==> config.mk <==
export PLATFORM = sky130hd
export DESIGN_NAME = elevator_ctrl
export DESIGN_NICKNAME = d
export VERILOG_FILES = /design/src/rtl/elevator_pkg.sv /design/src/rtl/elevator_req_reg.sv /design/src/rtl/elevator_ctrl.sv
export SDC_FILE = /design/constraint.sdc
export NUM_CORES = 1
export LEC_CHECK = 0
export CAP_MARGIN = 30
export CORE_UTILIZATION = 49
export CTS_CLUSTER_SIZE = 14
export DETAILED_ROUTE_END_ITERATION = 16
export DONT_BUFFER_PORTS = 1
export PLACE_DENSITY = 0.76
export SLEW_MARGIN = 20
export SYNTH_ARGS = -nofsm -noshare
export SYNTH_HDL_FRONTEND = slang
export SYNTH_SLANG_ARGS = --single-unit
==> constraint.sdc <==
create_clock -name clock -period 3.1 [get_ports clock]
set_input_delay 0.62 -clock clock [delete_from_list [all_inputs] [get_ports clock]]
set_output_delay 0.62 -clock clock [all_outputs]
set_load 0.005 [all_outputs]
==> src/rtl/elevator_pkg.sv <==
// rtl/elevator_pkg.sv - shared state encoding and default parameters for the elevator controller
package elevator_pkg;

   // Car operating states
   typedef enum logic [1:0] {
      ST_IDLE = 2'd0,
      ST_MOVE = 2'd1,
      ST_DOOR = 2'd2
   } state_e;

   // Default build parameters
   localparam int DEF_NUM_FLOORS  = 8;
   localparam int DEF_MOVE_CYCLES = 2;
   localparam int DEF_DOOR_CYCLES = 4;
   localparam int DEF_IDLE_CYCLES = 16;

endpackage

==> src/rtl/elevator_req_reg.sv <==
// rtl/elevator_req_reg.sv - pending-call bitmap with set, door-hold mask and arrival clear
module elevator_req_reg
   import elevator_pkg::*;
#(
   parameter int NUM_FLOORS = DEF_NUM_FLOORS,
   localparam int FW = $clog2(NUM_FLOORS)
) (
   input  logic                  clock,
   input  logic                  reset,
   input  logic [NUM_FLOORS-1:0] req,
   input  logic                  home_set,
   input  logic                  door_hold,
   input  logic [FW-1:0]         hold_floor,
   input  logic                  clr_en,
   input  logic [FW-1:0]         clr_floor,
   output logic [NUM_FLOORS-1:0] pending
);

   logic [NUM_FLOORS-1:0] pending_q;
   logic [NUM_FLOORS-1:0] pending_d;
   logic [NUM_FLOORS-1:0] set_mask;
   logic [NUM_FLOORS-1:0] hold_mask;
   logic [NUM_FLOORS-1:0] clr_mask;

   // Next bitmap: new calls are added, a call at an open door is dropped,
   // and the floor the car is arriving at is cleared (clear beats a same-cycle set)
   always_comb begin
      set_mask  = req;
      hold_mask = '0;
      clr_mask  = '0;
      if (home_set) begin
         set_mask[0] = 1'b1;
      end
      if (door_hold) begin
         hold_mask[hold_floor] = 1'b1;
      end
      if (clr_en) begin
         clr_mask[clr_floor] = 1'b1;
      end
      pending_d = (pending_q | (set_mask & ~hold_mask)) & ~clr_mask;
   end

   // Bitmap register
   always_ff @(posedge clock) begin
      if (reset) begin
         pending_q <= '0;
      end else begin
         pending_q <= pending_d;
      end
   end

   assign pending = pending_q;

endmodule

==> src/rtl/elevator_ctrl.sv <==
// rtl/elevator_ctrl.sv - single-car elevator FSM and timers; ELEVATOR_IDLE_HOME_EN adds return-to-floor-0
module elevator_ctrl
   import elevator_pkg::*;
#(
   parameter int NUM_FLOORS  = DEF_NUM_FLOORS,
   parameter int MOVE_CYCLES = DEF_MOVE_CYCLES,
   parameter int DOOR_CYCLES = DEF_DOOR_CYCLES,
   parameter int IDLE_CYCLES = DEF_IDLE_CYCLES,
   localparam int FW = $clog2(NUM_FLOORS)
) (
   input  logic                  clock,
   input  logic                  reset,
   input  logic                  stop,
   input  logic [NUM_FLOORS-1:0] req,
   output logic [FW-1:0]         floor,
   output logic [NUM_FLOORS-1:0] pending,
   output logic                  dir_up,
   output logic                  moving,
   output logic                  door_open,
   output logic                  arrived
);

   localparam int MCW = $clog2(MOVE_CYCLES) + 1;
   localparam int DCW = $clog2(DOOR_CYCLES) + 1;
   localparam logic [MCW-1:0] MC_LAST   = MCW'(MOVE_CYCLES - 1);
   localparam logic [DCW-1:0] DC_LAST   = DCW'(DOOR_CYCLES - 1);
   localparam logic [FW-1:0]  TOP_FLOOR = FW'(NUM_FLOORS - 1);

   localparam logic [1:0] S_IDLE = ST_IDLE;
   localparam logic [1:0] S_MOVE = ST_MOVE;
   localparam logic [1:0] S_DOOR = ST_DOOR;

   logic [1:0]            state_q, state_d;
   logic [FW-1:0]         floor_q, floor_d;
   logic                  dir_up_q, dir_up_d;
   logic [MCW-1:0]        move_cnt_q, move_cnt_d;
   logic [DCW-1:0]        door_cnt_q, door_cnt_d;
   logic                  arrived_q, arrived_d;
   logic [NUM_FLOORS-1:0] pend_eff;
   logic [FW-1:0]         step_floor;
   logic                  go_above;
   logic                  go_below;
   logic                  home_set;

   // True when any bit of p lies strictly above (up=1) or below (up=0) floor f
   function automatic logic any_ahead(input logic [NUM_FLOORS-1:0] p,
                                      input logic [FW-1:0] f,
                                      input logic up);
      any_ahead = 1'b0;
      for (int i = 0; i < NUM_FLOORS; i++) begin
         if (p[i] && (up ? (i > int'(f)) : (i < int'(f)))) begin
            any_ahead = 1'b1;
         end
      end
   endfunction

   // Pending calls live in their own register block
   elevator_req_reg #(
      .NUM_FLOORS(NUM_FLOORS)
   ) u_req_reg (
      .clock     (clock),
      .reset     (reset),
      .req       (req),
      .home_set  (home_set),
      .door_hold (state_q == S_DOOR),
      .hold_floor(floor_q),
      .clr_en    (arrived_d),
      .clr_floor (floor_d),
      .pending   (pending)
   );

   // Next-state logic: dispatch from IDLE, step and re-plan in MOVE, time the door in DOOR
   always_comb begin
      state_d    = state_q;
      floor_d    = floor_q;
      dir_up_d   = dir_up_q;
      move_cnt_d = move_cnt_q;
      door_cnt_d = door_cnt_q;
      step_floor = floor_q;
      pend_eff   = pending | req;
      go_above   = any_ahead(pend_eff, floor_q, 1'b1);
      go_below   = any_ahead(pend_eff, floor_q, 1'b0);

      case (state_q)
         S_IDLE: begin
            if (!stop) begin
               if (pend_eff[floor_q]) begin
                  state_d    = S_DOOR;
                  door_cnt_d = '0;
               end else if (go_above || go_below) begin
                  state_d    = S_MOVE;
                  move_cnt_d = '0;
                  // Calls on both sides keep the current heading
                  if (!(go_above && go_below)) begin
                     dir_up_d = go_above;
                  end
               end
            end
         end

         S_MOVE: begin
            if (!stop) begin
               if (move_cnt_q != MC_LAST) begin
                  move_cnt_d = move_cnt_q + 1'b1;
               end else begin
                  move_cnt_d = '0;
                  if ((dir_up_q && (floor_q == TOP_FLOOR)) ||
                      (!dir_up_q && (floor_q == '0))) begin
                     // Shaft end: turn around rather than step out of range
                     dir_up_d = !dir_up_q;
                  end else begin
                     step_floor = dir_up_q ? (floor_q + 1'b1) : (floor_q - 1'b1);
                     floor_d    = step_floor;
                     if (pend_eff[step_floor]) begin
                        state_d    = S_DOOR;
                        door_cnt_d = '0;
                     end else if (any_ahead(pend_eff, step_floor, dir_up_q)) begin
                        dir_up_d = dir_up_q;
                     end else if (any_ahead(pend_eff, step_floor, !dir_up_q)) begin
                        dir_up_d = !dir_up_q;
                     end else begin
                        state_d = S_IDLE;
                     end
                  end
               end
            end
         end

         S_DOOR: begin
            // A call at this floor holds the door; stop only freezes the countdown
            if (req[floor_q]) begin
               door_cnt_d = '0;
            end else if (!stop) begin
               if (door_cnt_q == DC_LAST) begin
                  state_d    = S_IDLE;
                  door_cnt_d = '0;
               end else begin
                  door_cnt_d = door_cnt_q + 1'b1;
               end
            end
         end

         default: begin
            state_d = S_IDLE;
         end
      endcase

      arrived_d = (state_d == S_DOOR) && (state_q != S_DOOR);
   end

   // FSM, floor, heading and timer registers
   always_ff @(posedge clock) begin
      if (reset) begin
         state_q    <= S_IDLE;
         floor_q    <= '0;
         dir_up_q   <= 1'b1;
         move_cnt_q <= '0;
         door_cnt_q <= '0;
         arrived_q  <= 1'b0;
      end else begin
         state_q    <= state_d;
         floor_q    <= floor_d;
         dir_up_q   <= dir_up_d;
         move_cnt_q <= move_cnt_d;
         door_cnt_q <= door_cnt_d;
         arrived_q  <= arrived_d;
      end
   end

`ifdef ELEVATOR_IDLE_HOME_EN
   localparam int ICW = $clog2(IDLE_CYCLES) + 1;
   localparam logic [ICW-1:0] IC_LAST = ICW'(IDLE_CYCLES - 1);

   logic [ICW-1:0] idle_cnt_q, idle_cnt_d;

   // Count quiet IDLE cycles away from floor 0; on timeout post an internal call to floor 0
   always_comb begin
      idle_cnt_d = '0;
      home_set   = 1'b0;
      if (state_q == S_IDLE) begin
         if (stop) begin
            idle_cnt_d = idle_cnt_q;
         end else if ((req != '0) || (pending != '0) || (floor_q == '0)) begin
            idle_cnt_d = '0;
         end else if (idle_cnt_q == IC_LAST) begin
            home_set = 1'b1;
         end else begin
            idle_cnt_d = idle_cnt_q + 1'b1;
         end
      end
   end

   // Idle timeout register
   always_ff @(posedge clock) begin
      if (reset) begin
         idle_cnt_q <= '0;
      end else begin
         idle_cnt_q <= idle_cnt_d;
      end
   end
`else
   localparam int unused_idle_cycles = IDLE_CYCLES;
   assign home_set = 1'b0;
`endif

   assign floor     = floor_q;
   assign dir_up    = dir_up_q;
   assign moving    = (state_q == S_MOVE);
   assign door_open = (state_q == S_DOOR);
   assign arrived   = arrived_q;

endmodule

==> qor.txt, run 1 <==
leading cell type in the layout, fill and taps excluded = a21oi_1
Yosys warning count = 0
top routing layer used = met4
number of cells produced by synthesis = 259
crit path buf inv count = 3
die boundary width = 65.96 um
amount of wire on met3 after detailed routing = 496 um
power dissipated by switching net loads = 0.1898 mW
hold_ws = 419.2 ps
Clock Tree Root = clkbuf_8
met2 routed wirelength = 2594 um
highest fanout seen on the critical path = 18
Hold/Removal Path Class = in -> reg
post-route cell area = 2141 um2
post-CTS setup repair buffer count = 0
placed cell count = 305
number of hold buffers added after cts = 0
number of buffers added by the clock tree synthesis step = 3
Fmax achieved = 354.9 MHz
count of buffers inserted at the top-level ports = 0
sort of element at the end of the critical path = register
proportion of synthesized flip-flops having asynchronous set or reset = 0
max-slew violation count = 0
delay of the slowest critical-path stage = 320 ps
Initial Util = 0.5277
Post-DP HPWL = 4173 um
post-CTS clock slew at the launch and capture registers of the worst setup and hold paths = 70 ps
Total Die Area = 4351 um2
insertion delay of the later-clocked pin in the worst-skew pair = 260 ps
commonest register cell after synthesis = dfxtp_1
worst reg2reg endpoint = dir_up$_SDFFE_PP1P_
overall power = 0.6351 mW
Crit path required time = 3250 ps
ratio of cells with drive above 1 in the final layout = 0.1648
global-route wire length before repair = 9363 um
CTS tree = yes
arrival time of the worst setup path = 2970 ps
most frequent cells in the layout = 27 x a21oi_1, 25 x nand2_1, 23 x nor2_1
Remaining Overflow, GRT = 0
family of cells with the greatest summed delay on the critical path = compound AO/OA/AOI/OAI gates
Area Overhead vs Synth = 6.804%
startpoint of the tightest hold check path = reset
average vias per placed instance = 6.453
worst slack after detailed placement = 319.6 ps
total number of nets in the final design = 280
DRC violation count after routing = 0
final setup fails = 0
number of register bits inferred by synthesis = 20
maximum number of pins on one net before global-route repair = 21
clock share of power = 0.312
count of H-tree levels built during CTS = 1
static power due to leakage = 0.8036 nW
Final Wtd Congestion = 0.9201
post-synthesis instance area = 2004 um2
result of the run = completed
number of diodes = 0
Post-DP Area = 2086 um2
maximum clock path buffer count = 2
Endpoint, Worst Hold = u_req_reg.pending[5]$_SDFF_PP0_
part of the power in combinational logic = 0.230
wire length on met1 = 2422 um
vertical die dimension = 65.96 um
CP cell instances = buf_4 > ha_1 > ha_1 > buf_4 > inv_1 > a21oi_1 > o31a_1 > nor4_2 > o311ai_2 > and3b_1 > a221o_1
Worst Setup Path Type = reg -> reg
Post-synth EDFFs = 0
max-cap check violation count = 0
post-layout instance count excluding filler cells = 309
DRC violation total after the first TritonRoute iteration = 193
Seq pwr share = 0.458
worst relative slew slack = 0.5763
average wire length per cell after detail routing = 18.19 um
WL final = 5620 um
final-layout fill cell count = 336
number of optimization iterations in the first detailed-route pass = 6
total power per unit cell area = 296.7 nW/um2
DRT antenna net count = 0
routed via count = 1994
switching fraction of total power = 0.2988
Crit-path slowest cell = dfxtp_1
Resized cells post-CTS = 0
Util after Layout = 0.5636
WHS Path Cells = 1
Hold Violations, Final = 0
Setup Total Neg Slack = 0 ps
unrepaired setup endpoints after global routing = false
Worst R2R Setup Slack = 280 ps
startpoint type of the worst setup path = register
final critical-path share of the clock period = 0.9090
area of the core = 3799 um2
length in cells of the worst reg-to-reg path = 11
slack of the critical path = 282.2 ps
critical register-to-register path startpoint = floor[0]$_SDFF_PP0_
number of distinct standard cells referenced by the synthesized netlist = 64
CTS sink count = 20
initial antenna violation count = 0
IO Count = 26
final clock skew = 1.515 ps
overall global routing resource usage = 0.2762
floorplan row count = 22
minimum period implied by the final worst setup slack = 2818 ps
peak supply drop = 0.2856 mV
syn_nets = 277
slew at the pin closest to its max-slew limit = 634.2 ps
Post-Synthesis Mean Instance Area = 7.739 um2
sequential share of the synthesized area = 0.1998
via count of the first global-routing pass = 1853
internal power summed over all cells = 0.4453 mW
==> worst max-delay path by stage <==
stage                          end  cells past startpoint  slack, ps                 from
5_1_grt        dir_up$_SDFFE_PP1P_                     11         80  floor[0]$_SDFF_PP0_
3_5_place_dp   dir_up$_SDFFE_PP1P_                     11        320  floor[0]$_SDFF_PP0_
6_report       dir_up$_SDFFE_PP1P_                     11        280  floor[0]$_SDFF_PP0_
2_1_floorplan  dir_up$_SDFFE_PP1P_                     11         50  floor[1]$_SDFF_PP0_
3_3_place_gp   dir_up$_SDFFE_PP1P_                     11        350  floor[0]$_SDFF_PP0_
4_1_cts        dir_up$_SDFFE_PP1P_                     11        300  floor[0]$_SDFF_PP0_
==> state kept, by name, summed over array words and instances, names as in the netlist <==
| signal | count |
|---|---|
| dir_up | 1 |
| u_req_reg.pending | 8 |
| move_cnt_q | 2 |
| state_q | 2 |
| door_cnt_q | 3 |
| floor | 3 |
| arrived | 1 |
==> power groups by stage <==
stage / clock network, mW / registers (mW) / logic [mW]
floorplan: 0 / 0.288 / 0.116
global placement: 0 / 0.296 / 0.141
detailed placement: 0 / 0.296 / 0.143
CTS: 0.200 / 0.290 / 0.145
global route: 0.211 / 0.292 / 0.160
finish: 0.198 / 0.291 / 0.146
==> kinds of logic after synthesis <==
| group | after synthesis | share of synthesized area |
|---|---|---|
| and+or+nand+nor | 99 | 0.2603 |
| AOI/OAI and AO/OA | 89 | 0.3152 |
| buffers and inverters | 28 | 0.06865 |
| DFF | 20 | 0.1997 |
| muxes | 11 | 0.08676 |
| adders and majority gates | 7 | 0.04369 |
| xor gates and xnor gates | 5 | 0.02560 |
==> per-layer routing <==
layer | vias up | GRT usage
met1 | 914 | 0.3821
met2 | 110 | 0.4196
met4 | 0 | 0.1011
met5 | - | 0
met3 | 13 | 0.05690
li1 | 957 | -
==> cells in the mapped netlist (6+ instances only) <==
cell type | number | share of area
a21oi_1 | 27 | 0.067
inv_1 | 9 | 0.017
a211oi_1 | 8 | 0.030
nor2_1 | 23 | 0.043
o21ai_0 | 13 | 0.032
nor3_1 | 7 | 0.017
nor2b_1 | 6 | 0.019
clkbuf_1 | 6 | 0.011
ha_1 | 7 | 0.044
buf_2 | 7 | 0.017
nand2_1 | 25 | 0.047
dfxtp_1 | 20 | 0.20
==> layout make-up <==
type                       instances  area [um2]  share of cell area
inverter                          10       38.79             0.01812
clock buffer                       4       55.05             0.02572
tap                               48       60.06             0.02805
timing repair buffer              16       120.1             0.05611
sequential                        20       400.4              0.1870
multi-input combinational        211        1466              0.6850
==> worst reg2reg max path, stage by stage, from the launching register on <==
cell and delay (ps):
dfxtp_1 320, buf_4 200, ha_1 220, ha_1 300, buf_4 170, inv_1 150, a21oi_1 130, o31a_1 320
nor4_2 240, o311ai_2 140, and3b_1 210, a221o_1 320
Power figures use the tool's default switching activity.
==> inputs of run 2 (changes only) <==
Settings changed: CORE_ASPECT_RATIO set to 1.4.
==> qor.txt, run 2 (synthesis results as in run 1) <==
result of the run = completed
final clock skew = 6.743 ps
number of diodes = 0
minimum period implied by the final worst setup slack = 2825 ps
number of hold buffers added after cts = 0
number of optimization iterations in the first detailed-route pass = 6
Initial Util = 0.5115
most frequent cells in the layout = 27 x a21oi_1, 25 x nand2_1, 23 x nor2_1
post-route cell area = 2127 um2
global-route wire length before repair = 9066 um
DRT antenna net count = 0
via count of the first global-routing pass = 1911
startpoint type of the worst setup path = register
post-layout instance count excluding filler cells = 303
average wire length per cell after detail routing = 18.42 um
area of the multi-input gates = 1466 um2
static power due to leakage = 0.7982 nW
slew at the pin closest to its max-slew limit = 449.9 ps
Crit-path slowest cell = ha_1
Area Overhead vs Synth = 6.117%
routed via count = 2050
maximum clock path buffer count = 2
CTS tree = yes
Crit path required time = 3260 ps
DRC violation count after routing = 0
ratio of cells with drive above 1 in the final layout = 0.1615
startpoint of the tightest hold check path = reset
die boundary width = 56.06 um
total number of nets in the final design = 279
vertical die dimension = 77.68 um
IO Count = 26
slack of the critical path = 275.5 ps
Setup Total Neg Slack = 0 ps
overall power = 0.6364 mW
count of buffers inserted at the top-level ports = 0
CP cell instances = buf_4 > ha_1 > ha_1 > and2b_1 > o22ai_1 > a221o_1 > nor4_2 > o311ai_2 > and3b_1 > a221o_1
Hold Violations, Final = 0
critical register-to-register path startpoint = floor[0]$_SDFF_PP0_
leading cell type in the layout, fill and taps excluded = a21oi_1
total power per unit cell area = 299.2 nW/um2
max-slew violation count = 0
DRC violation total after the first TritonRoute iteration = 68
max-cap check violation count = 0
area used by sequential logic in the layout = 400.4 um2
post-CTS setup repair buffer count = 0
worst slack after detailed placement = 295.3 ps
final-layout fill cell count = 370
average vias per placed instance = 6.766
count of H-tree levels built during CTS = 1
delay of the slowest critical-path stage = 380 ps
CTS sink count = 20
final critical-path share of the clock period = 0.9111
unrepaired setup endpoints after global routing = false
insertion delay of the later-clocked pin in the worst-skew pair = 260 ps
Hold/Removal Path Class = in -> reg
number of buffers added by the clock tree synthesis step = 3
Worst Setup Path Type = reg -> reg
Clock Tree Root = clkbuf_8
final setup fails = 0
worst relative slew slack = 0.6990
floorplan row count = 27
peak supply drop = 0.2842 mV
maximum number of pins on one net before global-route repair = 27
Fmax achieved = 354.0 MHz
overall global routing resource usage = 0.2609
WL final = 5582 um
Resized cells post-CTS = 0
Final Wtd Congestion = 0.8913
Util after Layout = 0.5428
Largest register FFs = 8
Total Die Area = 4354 um2
Post-DP HPWL = 4208 um
Remaining Overflow, GRT = 0
placed cell count = 299
initial antenna violation count = 0
Post-DP Area = 2072 um2
area of the core = 3919 um2
source of the critical timing path = floor[0]$_SDFF_PP0_
sort of element at the end of the critical path = register
post-CTS clock slew at the launch and capture registers of the worst setup and hold paths = 80 ps
hold_ws = 415.4 ps
arrival time of the worst setup path = 2980 ps
highest fanout seen on the critical path = 12
[run 2: power breakdown]
part | switching (mW) | internal [mW]
Sequential | 0.0186 | 0.270
Clock | 0.0873 | 0.113
Combinational | 0.0838 | 0.0633
Total | 0.190 | 0.447
[run 2: path summary, 6_finish.rpt]
| kind | to | slack (ps) | cells after the start |
|---|---|---|---|
| hold reg to reg | door_cnt_q[1]$_SDFFE_PP0P_ | 470 | 2 |
| hold / removal | state_q[1]$_SDFF_PP0_ | 420 | 1 |
| setup / recovery | dir_up$_SDFFE_PP1P_ | 280 | 10 |
| setup reg to reg | dir_up$_SDFFE_PP1P_ | 280 | 10 |
[run 2: cell type report]
| cell class | count | area share |
|---|---|---|
| Clock buffer | 4 | 0.02588 |
| Inverter | 10 | 0.01824 |
| Multi-Input combinational cell | 211 | 0.6894 |
| Sequential cell | 20 | 0.1882 |
| Tap cell | 43 | 0.02529 |
| Timing Repair Buffer | 15 | 0.05294 |
[run 2: metal layers]
layer  global-route usage  wire length (um)  vias up
met3              0.04000               326       31
met2               0.4548              2755      101
li1                     -                 -      960
met1               0.3018              2188      958
met5                    0                 0        -
met4               0.1390               312        0
[run 2: worst max-delay path: cells and delay by family (launching register included)]
kind                     cells  cell delay [ps]
AO/OA/AOI/OAI                4              820
AND/OR/NAND/NOR              3              810
adder cells (fa/ha/maj)      2              580
flip-flops                   1              330
buffers and inverters        1              180
